<file path="src/rtl/sipo_deserializer.sv">
// sipo_deserializer: serial-in, parallel-out front end.
// Collects WIDTH serial bits (gated by serial_valid) into a word and presents
// it on dataout with an out_valid/out_ready handshake. A holding register
// lets one finished word wait while the next frame shifts in; a word that
// completes while the previous one is still unconsumed is dropped and
// reported with a one-cycle overrun pulse.
// Optional build macro SIPO_PARITY_EN: each frame carries one trailing
// even-parity bit, and parity_err flags the word held in dataout.
module sipo_deserializer #(
  parameter int WIDTH     = 4,
  parameter bit MSB_FIRST = 1'b1
) (
  input  logic             clk,
  input  logic             rst,
  input  logic             start,
  input  logic             serial_in,
  input  logic             serial_valid,
  output logic [WIDTH-1:0] dataout,
  output logic             out_valid,
  input  logic             out_ready,
  output logic             busy,
  output logic             overrun,
  output logic             parity_err
);

  localparam int CW = $clog2(WIDTH + 1);

`ifdef SIPO_PARITY_EN
  typedef enum logic [1:0] {IDLE, SHIFT, PARITY} state_t;
`else
  typedef enum logic [1:0] {IDLE, SHIFT} state_t;
`endif

  state_t           state_reg;
  logic [CW-1:0]    cnt_reg;
  logic [WIDTH-1:0] shift_reg;
  logic [WIDTH-1:0] shift_next;
  logic             load_ok;

  // The shift register moves towards the MSB when the first bit belongs in
  // dataout[WIDTH-1], and towards the LSB otherwise.
  genvar gi;
  generate
    for (gi = 0; gi < WIDTH; gi++) begin : g_shift
      if (MSB_FIRST) begin : g_msb
        if (gi == 0) begin : g_in
          assign shift_next[gi] = serial_in;
        end else begin : g_mv
          assign shift_next[gi] = shift_reg[gi-1];
        end
      end else begin : g_lsb
        if (gi == WIDTH - 1) begin : g_in
          assign shift_next[gi] = serial_in;
        end else begin : g_mv
          assign shift_next[gi] = shift_reg[gi+1];
        end
      end
    end
  endgenerate

  // A finished word may be loaded if the holding register is empty or is
  // being emptied at this very edge.
  assign load_ok = !out_valid || out_ready;

  assign busy = (state_reg != IDLE);

`ifndef SIPO_PARITY_EN
  assign parity_err = 1'b0;
`endif

  // Frame FSM, holding register and handshake in one registered block.
  always_ff @(posedge clk or posedge rst) begin
    if (rst) begin
      state_reg  <= IDLE;
      cnt_reg    <= '0;
      shift_reg  <= '0;
      dataout    <= '0;
      out_valid  <= 1'b0;
      overrun    <= 1'b0;
`ifdef SIPO_PARITY_EN
      parity_err <= 1'b0;
`endif
    end else begin
      overrun <= 1'b0;

      // Consumer takes the held word; a completing frame below may reload it.
      if (out_valid && out_ready) begin
        out_valid  <= 1'b0;
`ifdef SIPO_PARITY_EN
        parity_err <= 1'b0;
`endif
      end

      case (state_reg)
        IDLE: begin
          if (start) begin
            state_reg <= SHIFT;
            cnt_reg   <= '0;
            shift_reg <= '0;
          end
        end

        SHIFT: begin
          if (start) begin
            // Restart wins over any bit sampled in the same cycle.
            cnt_reg   <= '0;
            shift_reg <= '0;
          end else if (serial_valid) begin
            shift_reg <= shift_next;
            if (cnt_reg == CW'(WIDTH - 1)) begin
`ifdef SIPO_PARITY_EN
              state_reg <= PARITY;
              cnt_reg   <= CW'(WIDTH);
`else
              state_reg <= IDLE;
              cnt_reg   <= '0;
              if (load_ok) begin
                dataout   <= shift_next;
                out_valid <= 1'b1;
              end else begin
                overrun   <= 1'b1;
              end
`endif
            end else begin
              cnt_reg <= cnt_reg + CW'(1);
            end
          end
        end

`ifdef SIPO_PARITY_EN
        PARITY: begin
          if (start) begin
            state_reg <= SHIFT;
            cnt_reg   <= '0;
            shift_reg <= '0;
          end else if (serial_valid) begin
            state_reg <= IDLE;
            cnt_reg   <= '0;
            if (load_ok) begin
              dataout    <= shift_reg;
              out_valid  <= 1'b1;
              parity_err <= (^shift_reg) ^ serial_in;
            end else begin
              overrun    <= 1'b1;
            end
          end
        end
`endif

        default: begin
          state_reg <= IDLE;
          cnt_reg   <= '0;
        end
      endcase
    end
  end

endmodule
</file>
<file path="config.mk">
export PLATFORM = sky130hd
export DESIGN_NAME = sipo_deserializer
export DESIGN_NICKNAME = d
export VERILOG_FILES = /design/src/rtl/sipo_deserializer.sv
export SDC_FILE = /design/constraint.sdc
export NUM_CORES = 1
export LEC_CHECK = 0
export ABC_CLOCK_PERIOD_IN_PS = 1600
export BUFFER_PORTS_ARGS = -buffer_cell sky130_fd_sc_hd__buf_2
export CAP_MARGIN = 20
export CORE_AREA = 10 10 47 49
export CTS_CLUSTER_SIZE = 28
export DETAILED_ROUTE_END_ITERATION = 12
export DIE_AREA = 0 0 57 59
export PLACE_DENSITY = 0.78
export SETUP_SLACK_MARGIN = 0.5
export SYNTH_ARGS = -nofsm -noshare
export SYNTH_HDL_FRONTEND = slang
export SYNTH_SLANG_ARGS = --single-unit
export TNS_END_PERCENT = 1
</file>
<file path="constraint.sdc">
create_clock -name clk -period 1.6 [get_ports clk]
set_clock_uncertainty 0.1 [all_clocks]
set_input_delay 0.48 -clock clk [delete_from_list [all_inputs] [get_ports clk]]
set_output_delay 0.48 -clock clk [all_outputs]
set_load 0.05 [all_outputs]
</file>
# == Word level (Yosys, flattened, before mapping) ==
# Index checks and enable logic that the tools add are counted.
# totals
wordCells,50
inputBits,6
ff_bits,14
output_inout_bits,8
# classes
muxes,25
n_bitwise,1
n_addsub,1
n_reduce_logical,10
n_eq_ne,7
# op_table
cell,n
2-to-1 mux 3 bit,7
one-hot mux 3 bit (2 select lines),2
2-to-1 mux 1 bit,11
2-to-1 mux 2 bit,4
"inequality test 2 bit, second input constant",4
AND reduction 5 bit,1
one-hot mux 2 bit (2 select lines),1
AND reduction 4 bit,1
nonzero test 2 bit,2
"adder 3 x 1 -> 3 bit, second input constant",1
"== test 3 x 2 -> 1 bit, second input constant",1
"inequality test 3 bit, second input constant",1
AND reduction 3 bit,1
"== test 2 x 1 -> 1 bit, second input constant",1
zero test 2 bit,1
AND reduction 2 bit,1
logical AND 1 bit,1
zero test 1 bit,1
logical OR 1 bit,1
NOT 1 bit,1

# == Depth between registers and ports, before layout ==
# Gate-level depths: netlist (run 1).
# logic_depth
word_depth,7
mapped_depth,4
mapped_depth_nobuf,4

# == Worst setup path before layout (run 1) ==
# No wires, ideal clock.
# synth_path
path_type,flip-flop to flip-flop
start,register state_reg[0]
end,register dataout[0]
synth_period_minus_slack_ns,1.789
required_time_ns,1.375
n_path_buf,0
t_arrival_ns,1.565
setup_ns,0.125
stages_incl_launch_ff,4
slack_ns,-0.189
cell_sequence,dfrtp_1 > nand2_2 > nor4b_4 > mux2_2
# synth_via
elab_chain_cells,2
# synth_lines
element,line,text
from (decl),34,state_t state_reg;
from (signal assigned),74,state_reg <= IDLE;
from (signal assigned),97,state_reg <= SHIFT;
from (signal assigned),115,state_reg <= IDLE;
== test 2 x 1 -> 1 bit,94,case (state_reg)
AND reduction 5 bit (no source line),--,
to (signal assigned),118,dataout <= shift_next;
to (decl),18,"output logic [WIDTH-1:0] dataout,"
# Every way passes these cells.
# A chain may end at the register's enable or synchronous reset.

# == Worst setup path after layout (run 1) ==
# layout_path
start,register cnt_reg[0]
end,register dataout[1]
# layout_via
elab_chain_cells,2
# layout_lines
element,line,text
from (decl),35,logic [CW-1:0] cnt_reg;
from (signal assigned),125,cnt_reg <= cnt_reg + CW'(1);
== test 3 x 2 -> 1 bit,110,if (cnt_reg == CW'(WIDTH - 1)) begin
AND reduction 5 bit (no source line),--,
# Every way passes these cells.

==> results.tsv, run 1 <==
metric	value	unit
status	finished clean	
peakVddDrop	0.000513	V
cts.sinks	13	
synth_area_leader_cell	dfrtp_1	
die_x	57	microns
dieArea	0.00336	sq mm
worst_slack	72.9	ps
synth.avg_cell_area	11.3	sq um
path_clk_slew	80	ps
p_total	0.647	mW
final_common_cell	buf_2	
r2r_end	dataout[1]	
antennaDiodeCount	0	
syn_area	567	sq um
drc	0	
gp_congestion	0.709	
dp_worst_setup_slack	-85.5	ps
grt_max_degree	14	
clk-insertion-delay-late	270	ps
synth_cell_types	17	
antenna_found_initial	0	
critPathRequiredTime	1650	ps
sequentialPowerShare	53.9	%
boundaryPins	14	
max_cap_violations	0	
final_antenna_net_count	0	
nets	80	
rsz0062_at_grt	yes	
cts_tree	yes	
post-route-period-util	95.4	%
clockPowerShare	30.5	%
fillers	130	
multi_input_area	274	sq um
swShare	26.4	%
core_area	0.00140	sq mm
intPower	0.476	mW
cts-buffers-inserted	3	
syn_inst	50	
timing.rr.start	cnt_reg[0]	
drt_wl_total	1.16	mm
grt_overflow	0	
endpoint_kind	flop	
routedWlPerCell	13.2	microns
reg2reg_slack	70	ps
htreeDepth	1	
firstDrtPassIters	3	
clockBufferDepth	2	
initial_utilization	40.4	%
leakage	0.383	nW
slew_viol_final	0	
setup_viol	0	
period_needed	1530	ps
p_comb_share	15.6	%
rows	14	
syn_to_final_growth	36.2	%
hold_class	in -> async	
hpwl	847	microns
grt_pass1_vias	426	
hold_buffers	0	
fmax	0.655	GHz
yosysSeqAreaShare	57.4	%
largest_register_ffs	4	
grt_first_pass_wirelength	1.93	mm
syn_nets	57	
cp-start-kind	flop	
viasPerCell	4.76	
fp.dieH	59	microns
final_hold_viol_count	0	
netlist.area_leader.share	57.4	%
grt_use_total	7.21	%
root_buffer	clkbuf_4	
seqCellArea	328	sq um
synthTopCellsByArea	dfrtp_1, mux2_2, nand2_1	
final_cell_mix	buf_2, dfrtp_1, nand2_1, buf_4, a21oi_1	
crit_fanout	4	
port_buffers	12	
arrival	1580	ps
num_vias	419	
r2r_cells	5	
initialDrtViolationCount	10	
power_switching	0.171	mW
yosysWarnings	0	
drive_above_1_share	51.4	%
path_class	reg -> reg	
powerDensity	838	mW/mm^2
synth-seq-cells	13	
## cell type report
type                            instances  share of cell area [%]
Timing Repair Buffer                   20                    15.6
Tap cell                               16                    2.59
Sequential cell                        13                    42.5
Clock buffer                            4                    3.40
Inverter                                1                   0.486
Multi-Input combinational cell         34                    35.5
## per-stage QoR
step           hold WS [ps]  setup TNS (ps)  cell area [sq um]  utilization (%)  std cells
5_1_grt                 139               0                772             55.1         88
3_3_place_gp            388           -85.3                662             47.2         79
6_report                112               0                772             55.1         88
2_1_floorplan           257               0                574                -         50
3_5_place_dp            396            -322                662             47.2         79
4_1_cts                 126               0                761             54.3         88
## routing by layer
layer / routed length (microns) / track usage (%) / vias up
li1: - / - / 207
met1: 537 / 8.59 / 200
met2: 555 / 10.9 / 10
met3: 59 / 2.79 / 2
met4: 10 / 4.03 / 0
met5: 0 / 0 / -
## power groups by stage
stage                     registers [mW]  logic [mW]  clock network, mW
after floorplan                    0.374      0.0410                  0
after global placement             0.353      0.0830                  0
after detailed placement           0.354      0.0854                  0
after CTS                          0.349      0.0983              0.204
after global routing               0.351       0.109              0.218
final                              0.349       0.101              0.197
## cells by family (layout without fill, tap and decap cells)
| logic type | count (synthesis) | in the layout | share of synthesized area, % |
|---|---|---|---|
| and+or+nand+nor | 21 | 21 | 21.9 |
| DFF | 13 | 13 | 57.4 |
| AOI/OAI and AO/OA | 7 | 7 | 6.62 |
| muxes | 4 | 4 | 7.95 |
| buffers and inverters | 3 | 25 | 3.31 |
| adders and majority gates | 1 | 1 | 2.21 |
| other | 1 | 1 | 0.662 |
## worst max-delay path: stages, from the launching register on
cell and delay (ps):
dfrtp_1 400, ha_4 170, nand2b_4 60, nor4b_4 190, buf_4 190, mux2_4 310
## timing repair
item | in CTS | in global routing
pin swaps | 2 | 4
resized for setup | 7 | 3
endpoints found under the setup margin | 16 | 17
gates cloned | 0 | 0
buffers inserted | 5 | 0
## worst max path at each step
stage | from | to | slack, ps | cells past startpoint
6_report | cnt_reg[0] | dataout[1] | 70 | 5
5_1_grt | cnt_reg[0] | dataout[1] | 30 | 5
4_1_cts | cnt_reg[1] | dataout[1] | 10 | 5
3_5_place_dp | out_ready | dataout[1] | -90 | 4
3_3_place_gp | serial_valid | dataout[1] | -20 | 4
2_1_floorplan | state_reg[0] | dataout[0] | 3 | 3
## synthesized netlist by cell type (all sizes together)
cell	number
and2	1
dfrtp	13
nand2	11
nor2	1
or3	2
mux2	4
a21oi	6
inv	1
ha	1
nand2b	3
nor2b	1
nor4b	1
buf	2
a21o	1
nand3	1
conb	1
Power figures use the tool's default switching activity.
==> inputs of run 2 (changes only) <==
--- a/config.mk
+++ b/config.mk
@@ -5,14 +5,15 @@
 export SDC_FILE = /design/constraint.sdc
 export NUM_CORES = 1
 export LEC_CHECK = 0
+export ABC_AREA = 1
 export ABC_CLOCK_PERIOD_IN_PS = 1600
 export BUFFER_PORTS_ARGS = -buffer_cell sky130_fd_sc_hd__buf_2
 export CAP_MARGIN = 20
-export CORE_AREA = 10 10 47 49
+export CORE_MARGIN = 10
+export CORE_UTILIZATION = 44
 export CTS_CLUSTER_SIZE = 28
 export DETAILED_ROUTE_END_ITERATION = 12
-export DIE_AREA = 0 0 57 59
-export PLACE_DENSITY = 0.78
+export PLACE_DENSITY = 0.7
 export SETUP_SLACK_MARGIN = 0.5
 export SYNTH_ARGS = -nofsm -noshare
 export SYNTH_HDL_FRONTEND = slang
==> run 2 against run 1 <==
  * First-iteration DRC count decreased by 20%
  * Largest power group unchanged
  * Clock power increased by 3%
  * Setup slack improved by 95 ps
  * Sequential share of layout area increased by 1.8 points
  * Cell count increased by 4.5%
==> results.tsv, run 2 <==
metric	value	unit
grt_use_total	7.21	%
post-route-util	57.6	%
syn_area	588	sq um
max_cap_violations	0	
gp_congestion	0.735	
syn_to_final_growth	26.0	%
clockBufferDepth	2	
synth_most_common_cell	nand2_1	
endpoint_kind	primary output	
clk-insertion-delay-late	280	ps
path_cells	buf_6	
seqCellArea	328	sq um
rows	13	
post-route-period-util	89.5	%
tns	0	ps
powerDensity	887	mW/mm^2
grt_pass1_vias	434	
path_clk_slew	70	ps
yosysWarnings	0	
setup_viol	0	
grt_max_degree	14	
synth.avg_cell_area	9.64	sq um
final_cell_count_no_fill	92	
dieArea	0.00320	sq mm
initialDrtViolationCount	8	
synth_edf_count	0	
viasPerCell	4.71	
drt_wl_total	1.04	mm
grt_overflow	0	
worst_slack	168	ps
synth_area_leader_cell	dfrtp_1	
critPathSlowestCell	dfrtp_2	
routedWlPerCell	11.3	microns
syn_inst	61	
multi_input_area	223	sq um
drive_above_1_share	33.8	%
max_stage_delay	420	ps
path_class	reg -> out	
initial_utilization	45.8	%
final_cell_mix	nand2_1, dfrtp_1, inv_1, buf_6, buf_2	
crit_fanout	2	
firstDrtPassIters	4	
rsz0062_at_grt	yes	
leakage	0.392	nW
antennaDiodeCount	0	
port_buffers	12	
boundaryPins	14	
final_common_cell	nand2_1	
htreeDepth	1	
dp.cells	87	
period_needed	1430	ps
netlist.area_leader.share	55.3	%
root_buffer	clkbuf_4	
synth-seq-cells	13	
critPathRequiredTime	1020	ps
synthTopCellsByCount	nand2_1, dfrtp_1, inv_1	
final_antenna_net_count	0	
core_area	0.00128	sq mm
ys.flop_type	dfrtp_1	
cts.sinks	13	
arrival	850	ps
hold_buffers	0	
drc	0	
nets	85	
num_vias	433	
dp_worst_setup_slack	336	ps
status	finished clean	
grt_first_pass_wirelength	1.85	mm
reg2reg_slack	340	ps
yosysSeqAreaShare	55.3	%
cp-start-kind	flop	
peakVddDrop	0.000523	V
die_x	56.6	microns
syn_nets	68	
fillers	117	
synthTopCellsByArea	dfrtp_1, nand2_1, inv_1	
cp_top_family	flip-flops	
cts_tree	yes	
synth_cell_types	20	
async_flop_share	100	%
antenna_found_initial	0	
hold_class	in -> async	
hpwl	832	microns
fp.dieH	56.6	microns
cp_num_buf_inv	1	
cts-buffers-inserted	3	
slew_viol_final	0	
largest_register_ffs	4	
fmax	0.698	GHz
final_hold_viol_count	0	
## run 2: cell types whose count changed after synthesis, moves of 2 or more
cell	previous run	this run
inv_1	1	8
nand2_1	10	17
nand2b_1	3	0
nand4_1	0	4
a21oi_1	6	0
mux2_2	4	0
inv_2	0	2
or3_2	2	0
## run 2: report_power, final
group          total [mW]  internal (mW)  switching (mW)
clock               0.202         0.0968           0.105
sequential          0.353          0.343          0.0101
combinational       0.102         0.0330          0.0694
## run 2: cell families after synthesis
| logic type | synth area share, % |
|---|---|
| AND/OR/NAND/NOR | 27.7 |
| buffers and inverters | 7.66 |
| adder cells (fa/ha/maj) | 2.13 |
| AO/OA/AOI/OAI | 6.60 |
| other | 0.638 |
| flip-flops | 55.3 |
## run 2: what timing repair did
item,CTS,global route
setup endpoints to repair,16,19
buffers inserted,1,0
cloned,0,0
resized for setup,13,0
pin swaps,0,0
## run 2: stage by stage
stage                     power [mW]  hold WS (ps)  cell area, sq um
after CTS                      0.663           121               741
final                          0.657           104               741
after floorplan                0.428           257               596
after detailed placement       0.452           354               667
after global routing           0.691           156               741
after global placement         0.451           359               667
## run 2: path summary, 6_finish.rpt
kind | from | end | cells after the start
setup / recovery | out_valid | out_valid | 1
hold / removal | rst | dataout[1] | 2
setup reg to reg | cnt_reg[0] | dataout[0] | 6
hold reg to reg | cnt_reg[1] | cnt_reg[1] | 2
max in group asynchronous | rst | out_valid | 2
min in group clk | serial_valid | state_reg[0] | 2
## run 2: cell type report
class,count,share of cell area [%]
inverters,10,5.07
repair buffers,13,14.5
clock buffers,4,3.55
well taps,15,2.53
multi-input cells,37,30.1
flip-flops and latches,13,44.3
## run 2: layer usage
layer  wire length (microns)  vias to the layer above  global-route usage, %
met2                     517                       11                   11.4
li1                        -                      224                      -
met4                      40                        0                   6.19
met3                      43                        5                   2.47
met5                       0                        -                      0
met1                     439                      193                   7.35
